$ cat src/rtl/seg7_scan_controller.sv
// seg7_scan_controller
//   Time-multiplexes one shared 7-segment BCD decoder across NUM_DIGITS
//   common-anode digits. Each digit slot is REFRESH_DIV cycles long:
//   BLANK_CYCLES with every anode off, then SHOW with the digit's anode on.
//   Incoming digits are double-buffered, and the shadow copy is committed
//   only at a frame boundary, so one frame never mixes old and new digits.
//
//   Optional feature: define SEG7_LEADING_ZERO_BLANK_EN to keep leading
//   zeros dark. Suppression runs from the MSB down, stops at the first
//   non-zero digit or at the first digit with its dp bit set, and never
//   applies to digit 0.
//
// Ports
//   clk, reset    system clock, synchronous active-high reset
//   enable        scan enable; low forces the display dark and returns to IDLE
//   digits_in     BCD digits, digit 0 in [3:0]
//   dp_in         decimal point per digit, 1 = lit
//   blank_mask    1 = keep that digit dark
//   update_req    1-cycle strobe: capture digits_in/dp_in into the shadow
//   update_ack    1-cycle pulse when the shadow is committed to active
//   bcd_out       BCD code to the shared decoder
//   dp_out        active-low decimal point
//   an            active-low anodes, at most one bit low
//   digit_idx     index of the digit currently selected
//   frame_done    1-cycle pulse on the first cycle of a new frame
module seg7_scan_controller #(
  parameter int NUM_DIGITS   = 6,
  parameter int REFRESH_DIV  = 100000,
  parameter int BLANK_CYCLES = 1000
) (
  input  logic                            clk,
  input  logic                            reset,
  input  logic                            enable,
  input  logic [4*NUM_DIGITS-1:0]         digits_in,
  input  logic [NUM_DIGITS-1:0]           dp_in,
  input  logic [NUM_DIGITS-1:0]           blank_mask,
  input  logic                            update_req,
  output logic                            update_ack,
  output logic [3:0]                      bcd_out,
  output logic                            dp_out,
  output logic [NUM_DIGITS-1:0]           an,
  output logic [$clog2(NUM_DIGITS)-1:0]   digit_idx,
  output logic                            frame_done
);

  localparam int IDX_W = $clog2(NUM_DIGITS);
  localparam int CNT_W = $clog2(REFRESH_DIV + 1);
  localparam logic [IDX_W-1:0] LAST_IDX  = IDX_W'(NUM_DIGITS - 1);
  localparam logic [CNT_W-1:0] SLOT_END  = CNT_W'(REFRESH_DIV - 1);
  localparam logic [CNT_W-1:0] BLANK_END = (BLANK_CYCLES > 0) ? CNT_W'(BLANK_CYCLES - 1) : '0;

  typedef enum logic [1:0] {IDLE, BLANK, SHOW} state_t;

  // With no blanking gap every slot starts directly in SHOW.
  localparam state_t FIRST = (BLANK_CYCLES == 0) ? SHOW : BLANK;

  state_t                        state, state_n;
  logic [CNT_W-1:0]              cnt, cnt_n;      // cycle within the current slot
  logic [IDX_W-1:0]              idx_n;
  logic                          boundary;        // next cycle is first of a frame
  logic                          commit;
  logic                          pending;
  logic [NUM_DIGITS-1:0][3:0]    act_dig, act_dig_n, shd_dig;
  logic [NUM_DIGITS-1:0]         act_dp, act_dp_n, shd_dp;
  logic [NUM_DIGITS-1:0]         lz;              // leading-zero suppression per digit

  // Slot sequencing. cnt runs across the whole slot; BLANK covers
  // 0..BLANK_CYCLES-1 and SHOW covers the rest.
  always_comb begin
    state_n  = state;
    cnt_n    = cnt + 1'b1;
    idx_n    = digit_idx;
    boundary = 1'b0;
    if (!enable) begin
      state_n = IDLE;
      cnt_n   = '0;
      idx_n   = '0;
    end else begin
      case (state)
        IDLE: begin
          state_n  = FIRST;
          cnt_n    = '0;
          idx_n    = '0;
          boundary = 1'b1;
        end
        BLANK: if (cnt == BLANK_END) state_n = SHOW;
        SHOW: if (cnt == SLOT_END) begin
          state_n = FIRST;
          cnt_n   = '0;
          if (digit_idx == LAST_IDX) begin
            idx_n    = '0;
            boundary = 1'b1;
          end else begin
            idx_n = digit_idx + 1'b1;
          end
        end
        default: begin
          state_n = IDLE;
          cnt_n   = '0;
          idx_n   = '0;
        end
      endcase
    end
  end

  // Commit at the frame boundary. A request landing on the boundary cycle
  // bypasses the shadow and is committed directly.
  always_comb begin
    act_dig_n = act_dig;
    act_dp_n  = act_dp;
    commit    = 1'b0;
    if (boundary) begin
      if (update_req) begin
        act_dig_n = digits_in;
        act_dp_n  = dp_in;
        commit    = 1'b1;
      end else if (pending) begin
        act_dig_n = shd_dig;
        act_dp_n  = shd_dp;
        commit    = 1'b1;
      end
    end
  end

  // Evaluated on the value the active register will hold, so the
  // suppression pattern switches together with the digits at the boundary.
  always_comb begin
    lz = '0;
`ifdef SEG7_LEADING_ZERO_BLANK_EN
    begin
      logic run;
      run = 1'b1;
      for (int i = NUM_DIGITS - 1; i >= 1; i--) begin
        run   = run & (act_dig_n[i] == 4'd0) & ~act_dp_n[i];
        lz[i] = run;
      end
    end
`endif
  end

  always_ff @(posedge clk) begin
    if (reset) begin
      state      <= IDLE;
      cnt        <= '0;
      digit_idx  <= '0;
      act_dig    <= '0;
      act_dp     <= '0;
      shd_dig    <= '0;
      shd_dp     <= '0;
      pending    <= 1'b0;
      frame_done <= 1'b0;
      update_ack <= 1'b0;
      an         <= '1;
      bcd_out    <= 4'd0;
      dp_out     <= 1'b1;
    end else begin
      state      <= state_n;
      cnt        <= cnt_n;
      digit_idx  <= idx_n;
      act_dig    <= act_dig_n;
      act_dp     <= act_dp_n;
      frame_done <= boundary;
      update_ack <= commit;
      if (update_req) begin
        shd_dig <= digits_in;
        shd_dp  <= dp_in;
      end
      // Every boundary drains whatever is pending (or the same-cycle request).
      pending <= boundary ? 1'b0 : (pending | update_req);

      an <= '1;
      if (state_n == SHOW && !blank_mask[idx_n] && !lz[idx_n])
        an[idx_n] <= 1'b0;
      // In BLANK the code is already presented so the decoder settles
      // before the anode turns on.
      if (state_n == IDLE) begin
        bcd_out <= 4'd0;
        dp_out  <= 1'b1;
      end else begin
        bcd_out <= act_dig_n[idx_n];
        dp_out  <= ~act_dp_n[idx_n];
      end
    end
  end

endmodule

$ cat config.mk
export PLATFORM = sky130hd
export DESIGN_NAME = seg7_scan_controller
export DESIGN_NICKNAME = d
export VERILOG_FILES = /design/src/rtl/seg7_scan_controller.sv
export SDC_FILE = /design/constraint.sdc
export NUM_CORES = 1
export LEC_CHECK = 0
export ABC_CLOCK_PERIOD_IN_PS = 8340
export CORE_UTILIZATION = 30
export CTS_CLUSTER_DIAMETER = 100
export CTS_CLUSTER_SIZE = 40
export DETAILED_ROUTE_END_ITERATION = 10
export SYNTH_ARGS = -nofsm -noshare
export SYNTH_HDL_FRONTEND = slang
export SYNTH_SLANG_ARGS = --single-unit
$ cat constraint.sdc
create_clock -name clk -period 8.34 [get_ports clk]
set_input_delay 1.668 -clock clk [delete_from_list [all_inputs] [get_ports clk]]
set_output_delay 1.668 -clock clk [all_outputs]
set_load 0.01 [all_outputs]
* Yosys cells after proc, flatten, opt, wreduce, memory -nomap -nowiden *
Memory sizes are Yosys's and may differ from the RTL's.
Cells that the tools add are included.

storage, ports and cells
  register bits after elaboration = 96
  bits in read-only memories = 8
  input port bits = 40
  output and inout bits = 16
  logic and storage cells = 83
  memories = 1

cells by class
  add/sub/neg operators = 2
  magnitude comparators = 2
  eq/ne operators = 6
  multiplexer cells = 31
  bitwise operators = 6
  reductions and logical operators = 12

memory list
  name             depth  bits a word  read ports  clocked after memory_dff  write ports  RTL line  source
  (no name shown)  8      1            1           0                         0            172       if (state_n == SHOW && !blank_mask[idx_n] && !lz[idx_n])

operators by type and width
  cell                                                   number
  2-to-1 mux 24 bit                                      3
  one-hot mux 17 bit (2 select lines)                    1
  2-to-1 mux 6 bit                                       3
  adder 17 x 1 -> 17 bit, second input constant          1
  equality test 17 x 10 -> 1 bit, second input constant  1
  equality test 17 bit, second input constant            1
  2-to-1 mux 17 bit                                      1
  binary-select mux 4 bit (select 3 bit)                 1
  OR reduction 2 bit                                     5
  2-to-1 mux 1 bit                                       9
  2-to-1 mux 3 bit                                       3
  binary-select mux 1 bit (select 3 bit)                 2
  2-to-1 mux 2 bit                                       3
  NOT 6 bit                                              1
  one-hot mux 2 bit (3 select lines)                     1
  one-hot mux 3 bit (2 select lines)                     1
  equality test 2 bit, second input constant             2
  zero test 2 bit                                        2
  < comparator 3 x 4 -> 1 bit, second input constant     1
  2-to-1 mux 4 bit                                       1
  NOT 1 bit                                              4
  adder 3 x 1 -> 3 bit, second input constant            1
  demux 1 bit (select 3 bit)                             1
  equality test 3 bit, second input constant             1
  other kinds (6)                                        9

* Depth between registers and ports, before layout *
Gate-level depths: netlist (run 1).

  depth in word-level cells = 12
  gate-level depth with buffers = 12
  depth with buffers taken out = 9

* Worst setup path after synthesis (run 1) *
Ideal clock, no wire load.

  path type = input to register
  start point = in enable
  end point = reg bcd_out[0]
  setup time = 0.120 ns
  data arrival time = 3.529 ns
  required time = 8.220 ns
  path slack = 4.691 ns
  cell stages on the path = 8
  path buffers = 1
  cells stage by stage = clkbuf_1 nand2_1 nor2_1 a21oi_1 a31oi_1 mux2_2 o221a_2 a211o_1

between the ends
  longest elaborated chain between the ends = 4
  elaborated cells between the ends (all ways) = 8
  classes of those cells = mux: 6; reduce/logical: 2

RTL lines
  item                                    RTL line  source
  start: declaration                      33        input logic enable,
  2-to-1 mux 1 bit                        74        if (!enable) begin
  2-to-1 mux 24 bit                       112       if (boundary) begin
  binary-select mux 4 bit (select 3 bit)  180       bcd_out <= act_dig_n[idx_n];
  2-to-1 mux 4 bit (implied by the code)  180
  end signal: assignment                  180
  end: declaration                        39        output logic [3:0] bcd_out,

Several ways; a longest one is shown, not always the timed one. The select of a mux whose other input is x is not followed.
A chain may end at the register's enable or synchronous reset.

* Worst setup path in the final report (run 1) *
Same ends and word-level chain as after synthesis.

==> results.sh, run 1 <==
export IMPL_status="finished clean"
export IMPL_grt_first_pass_wirelength_mm=20.0
export IMPL_cp_slowest_cell="o21a_1"
export IMPL_cts_sinks=96
export IMPL_post_route_drc_count=0
export IMPL_seq_area_frac_synth=0.408
export IMPL_critPathBufInv=1
export IMPL_worst_pin_slew_ns=1.03
export IMPL_start_util=0.309
export IMPL_area_growth_pct=21.1
export IMPL_slew_viol_final=0
export IMPL_routabilityCongestion=0.800
export IMPL_vdd_drop_max_mv=0.0826
export IMPL_detail_route_antenna_nets=0
export IMPL_vias=4234
export IMPL_yosysUniqueCellTypes=55
export IMPL_setup_violations=0
export IMPL_synth_fp_nets=615
export IMPL_wire_per_inst_um=14.8
export IMPL_worst_ep_arrival_time_ns=4.61
export IMPL_final_cell_mix="124 x nor2_1, 96 x dfxtp_1, 53 x clkdlybuf4s50_1, 38 x mux2i_1, 31 x nor3_1"
export IMPL_synth_compound_area_frac=0.165
export IMPL_path_class="in -> reg"
export IMPL_synth_seq_cells=96
export IMPL_first_pass_iters=5
export IMPL_dpl_hpwl_mm=8.27
export IMPL_cts_resized=0
export IMPL_synth_top_family_by_area="simple AND/OR/NAND/NOR gates"
export IMPL_synthFlopType="dfxtp_1"
export IMPL_vias_per_cell=5.18
export IMPL_boundaryPins=56
export IMPL_htreeDepth=3
export IMPL_intPower_mw=0.786
export IMPL_design_die_area_um2=16200
export IMPL_hold_violations=0
export IMPL_finalNetCount=647
export IMPL_crit_chain="clkdlybuf4s50_1 -> nand2_1 -> o21a_1 -> nor2_1 -> o221ai_1 -> o21ai_0 -> a211o_1"
export IMPL_finalPower_mw=1.04
export IMPL_crit_fanout=29
export IMPL_rows=45
export IMPL_fin_skew_ns=0.00857
export IMPL_track_usage=0.153
export IMPL_fmaxAchievable_ghz=0.228
export IMPL_p_sw_frac=0.241
export IMPL_portBuffers=55
export IMPL_synth_xor_area_frac=0.0279
export IMPL_seqPwrFrac=0.473
export IMPL_design_area_um2=5710
export IMPL_cts_tree="yes"
export IMPL_setup_tns_ns=0
export IMPL_die_x_um=127
export IMPL_final_cells=817
export IMPL_core_area_um2=15300
export IMPL_fin_crit_ns=4.38
export IMPL_drt_iter0_drc=360
export IMPL_clk_latency_ns=0.33
export IMPL_p_per_area_nw_per_um2=182
export IMPL_antennaDiodeCount=0
export IMPL_max_stage_delay_ns=0.87
export IMPL_cp_end_kind="flop"
export IMPL_synthArstFlopShare=0
export IMPL_p_switching_mw=0.250
export IMPL_post_cts_setup_buffer_count=0
export IMPL_hold_slack_ns=0.449
export IMPL_dpl_cell_area_um2=5400
export IMPL_critPathTopFamily="compound AO/OA/AOI/OAI gates"
export IMPL_yosysWarnings=0
export IMPL_wirelength_mm=12.1
export IMPL_synth_area_um2=4710
export IMPL_avgSynthCellArea_um2=8.27
export IMPL_max_clock_path_buffers=2
export IMPL_cts_hold_buf=0
export IMPL_power_leakage_nw=2.10
export IMPL_power_frac_comb=0.116
export IMPL_hp_class="reg -> reg"
export IMPL_yosys_area_share_simple=0.247
export IMPL_finalCritPeriodShare=0.525
export IMPL_drive_above_1_share=0.0660
export IMPL_fillers=1548
export IMPL_clkPwrFrac=0.412
export IMPL_die_y_um=127
export IMPL_rsz0062_at_grt="no"
export IMPL_grt_max_degree=69
export IMPL_synth_edf_count=0
export IMPL_mostFrequentLayoutCell="nor2_1"
export IMPL_cts_root_buf="clkbuf_16"
export IMPL_cts_buffers=9
export IMPL_cp_start_kind="input port"
export IMPL_drv_cap=0
export IMPL_gr_total_overflow=0
export IMPL_synth_largest_area_cell="dfxtp_1"
export IMPL_grt_pass1_vias=4046
export IMPL_cts_clk_slew_worst_paths_ns=0.07
export IMPL_synthMuxAreaShare=0.0951
export IMPL_slew_headroom=0.312
export IMPL_antenna_found_initial=0
export IMPL_syn_inst=570
export IMPL_yosys_top_cells_area="dfxtp_1 41%, nor2_1 9.9%, mux2i_1 8.1%, nor3_1 3.3%, a21oi_1 2.4%"
export IMPL_worstPathRequired_ns=8.57
export IMPL_synthAdderAreaFrac=0.0133
export IMPL_post_place_cells=802
export IMPL_netlist_area_leader_share=0.408
flip-flops by register name, summed over array words and instances, names as in the netlist:
register and flops:
act_dig 24, shd_dig 24, cnt 17, act_dp 6, an 6, shd_dp 6, bcd_out 4, digit_idx 3
state 2, dp_out 1, frame_done 1, pending 1, update_ack 1
per-layer routing:
layer | track usage | vias to the layer above | share of wire
met2 | 0.247 | 138 | 0.46
met4 | 0.0595 | 0 | 0.018
met3 | 0.0226 | 17 | 0.059
met5 | 0 | - | 0
li1 | - | 2067 | -
met1 | 0.204 | 2012 | 0.47
synthesized netlist by cell type (10+ instances only):
cell type    n
a21oi_1     23
a22o_1      11
clkbuf_1    30
dfxtp_1     96
inv_1       14
mux2i_1     38
nand2_1     27
nand3_1     10
nor2_1     124
nor2b_1     13
nor3_1      31
o211ai_1    11
o21ai_0     13
xor2_1      12
worst register-to-register path: stages (launching register included):
cell	delay (ns)
dfxtp_1	0.36
or4_4	0.58
or4_1	0.81
o21a_1	0.66
nor2_1	0.87
nor2_1	0.14
a211o_1	0.35
o211ai_1	0.15
through the flow:
step                setup WS [ns]  utilization
floorplan                    4.69            -
CTS                          3.99        0.374
global placement             3.78        0.354
global route                 3.68        0.374
finish                       3.96        0.374
detailed placement           3.62        0.354
final cells by class:
class                   instances  area, µm²  area share
flip-flops and latches         96       1920       0.337
multi-input cells             421       2580       0.453
well taps                     211        264      0.0463
inverters                      14       52.6     0.00921
clock buffers                  12        256      0.0449
repair buffers                 60        578       0.101
clock inverters                 3       50.0     0.00877
path summary, 6_finish.rpt:
| check | slack [ns] | to | start | cells past startpoint |
|---|---|---|---|---|
| setup reg to reg | 4.36 | bcd_out[1] | cnt[11] | 7 |
| setup / recovery | 3.96 | bcd_out[0] | enable | 7 |
| hold reg to reg | 0.45 | cnt[0] | cnt[0] | 1 |
| hold / removal | 0.45 | cnt[0] | cnt[0] | 1 |
cell families after synthesis:
kind of cell | count (synthesis)
and+or+nand+nor | 247
AOI/OAI and AO/OA | 110
DFF | 96
buffers and inverters | 53
muxes | 44
xor gates and xnor gates | 15
adders and majority gates | 5
power groups by stage:
stage,registers [mW],clock network (mW),logic (mW)
after global routing,0.492,0.456,0.133
after detailed placement,0.500,0,0.119
final,0.490,0.427,0.120
after global placement,0.499,0,0.116
after floorplan,0.498,0,0.0767
after CTS,0.490,0.435,0.120
No activity file was read; power rests on OpenSTA's default activity.
==> run 2: changes to the inputs <==
ABC_CLOCK_PERIOD_IN_PS = 3700   (was 8340)
clock period = 3.7 ns   (was 8.34 ns; I/O delays follow)
==> run 2 against run 1 <==
Effect of this change: combinational power grew 130%; critical endpoint unchanged; first-iteration DRC count rose by 4.4%; clock skew shrank 0.0015 ns; register-to-register slack lost 3.9 ns; sequential power up 130%; count of clock-buffer cells in the layout decreased by 1; largest power group unchanged.
==> results.sh, run 2 (synthesis gave the netlist of run 1 again) <==
export IMPL_cts_hold_buf=0
export IMPL_gr_total_overflow=0
export IMPL_status="finished clean"
export IMPL_detail_route_antenna_nets=0
export IMPL_post_route_drc_count=0
export IMPL_boundaryPins=56
export IMPL_core_area_um2=15300
export IMPL_cts_resized=0
export IMPL_grt_max_degree=68
export IMPL_cp_end_kind="flop"
export IMPL_finalNetCount=655
export IMPL_post_cts_setup_buffer_count=0
export IMPL_die_y_um=127
export IMPL_drive_above_1_share=0.0813
export IMPL_design_area_um2=5750
export IMPL_fmaxAchievable_ghz=0.309
export IMPL_vias_per_cell=5.06
export IMPL_multi_input_area_um2=2580
export IMPL_worst_ep_arrival_time_ns=3.48
export IMPL_crit_fanout=15
export IMPL_design_die_area_um2=16200
export IMPL_slew_viol_final=0
export IMPL_fin_crit_ns=3.24
export IMPL_drv_cap=0
export IMPL_portBuffers=55
export IMPL_path_class="reg -> reg"
export IMPL_cts_sinks=96
export IMPL_cp_start_kind="flop"
export IMPL_drt_iter0_drc=376
export IMPL_cts_root_buf="clkbuf_16"
export IMPL_rsz0062_at_grt="no"
export IMPL_antenna_found_initial=0
export IMPL_grt_first_pass_wirelength_mm=20.0
export IMPL_setup_ws_ns=0.460
export IMPL_rows=45
export IMPL_reg_largest_list="act_dig (24), shd_dig (24), cnt (17)"
export IMPL_first_pass_iters=4
export IMPL_p_per_area_nw_per_um2=398
export IMPL_worstPathRequired_ns=3.94
export IMPL_power_leakage_nw=2.13
export IMPL_die_x_um=127
export IMPL_cts_clk_slew_worst_paths_ns=0.07
export IMPL_antennaDiodeCount=0
export IMPL_dpl_hpwl_mm=8.44
export IMPL_clk_latency_ns=0.34
export IMPL_track_usage=0.152
export IMPL_htreeDepth=3
export IMPL_final_cell_mix="124 x nor2_1, 96 x dfxtp_1, 53 x clkdlybuf4s50_1, 38 x mux2i_1, 31 x nor3_1"
export IMPL_start_util=0.309
export IMPL_worst_pin_slew_ns=0.712
export IMPL_grt_pass1_vias=4026
export IMPL_setup_violations=0
export IMPL_area_growth_pct=22.1
export IMPL_hp_class="reg -> reg"
export IMPL_utilization=0.377
export IMPL_vdd_drop_max_mv=0.259
export IMPL_routabilityCongestion=0.920
export IMPL_hold_violations=0
export IMPL_fin_skew_ns=0.00710
export IMPL_fillers=1537
export IMPL_cts_tree="yes"
export IMPL_max_clock_path_buffers=2
export IMPL_regArea_um2=1920
export IMPL_finalCritPeriodShare=0.876
export IMPL_vias=4183
export IMPL_wirelength_mm=11.9
export IMPL_setup_tns_ns=0
export IMPL_dpl_cell_area_um2=5460
export IMPL_cts_buffers=9
export IMPL_mostFrequentLayoutCell="nor2_1"
export IMPL_dpl_worst_slack_ns=0.461
export IMPL_slew_headroom=0.525
export IMPL_wire_per_inst_um=14.4
[run 2: through the flow]
stage	std cells	total power [mW]	hold WS, ns
4_1_cts	826	2.31	0.455
2_1_floorplan	570	1.30	0.418
3_3_place_gp	810	1.39	0.429
3_5_place_dp	810	1.40	0.445
6_report	826	2.29	0.447
5_1_grt	826	2.38	0.479
[run 2: critical path: stages, from the launching register on]
cell	delay, ns
dfxtp_1	0.35
or4_4	0.57
or4_1	0.76
o21a_1	0.37
buf_4	0.23
or3_1	0.35
o221ai_1	0.09
o21ai_0	0.11
a211o_1	0.29
[run 2: power breakdown]
part           switching [mW]  leakage, nW  total (mW)  internal (mW)
clock network           0.414        0.139       0.911          0.497
logic                   0.143         1.20       0.273          0.130
registers              0.0240        0.786        1.11           1.08
total                   0.582         2.13        2.29           1.71
[run 2: layer usage]
layer  up-vias  GRT usage  share of wire
li1       2086          -              -
met1      1952      0.205           0.48
met2       125      0.245           0.45
met3        20     0.0247          0.050
met4         0     0.0525          0.020
met5         -          0              0
[run 2: final timing paths]
path                            slack (ns)  cells after the start     from         end
worst max register to register        0.46                      8  cnt[11]  bcd_out[0]
worst max-delay path                  0.46                      8  cnt[11]  bcd_out[0]
worst min register to register        0.45                      1   cnt[0]      cnt[0]
worst min-delay path                  0.45                      1   cnt[0]      cnt[0]
[run 2: cell type report]
cell class	count	area share
Inverter	14	0.00914
Tap cell	211	0.0459
Clock inverter	5	0.00653
Sequential cell	96	0.334
Timing Repair Buffer	68	0.111
Clock buffer	11	0.0439
Multi-Input combinational cell	421	0.449
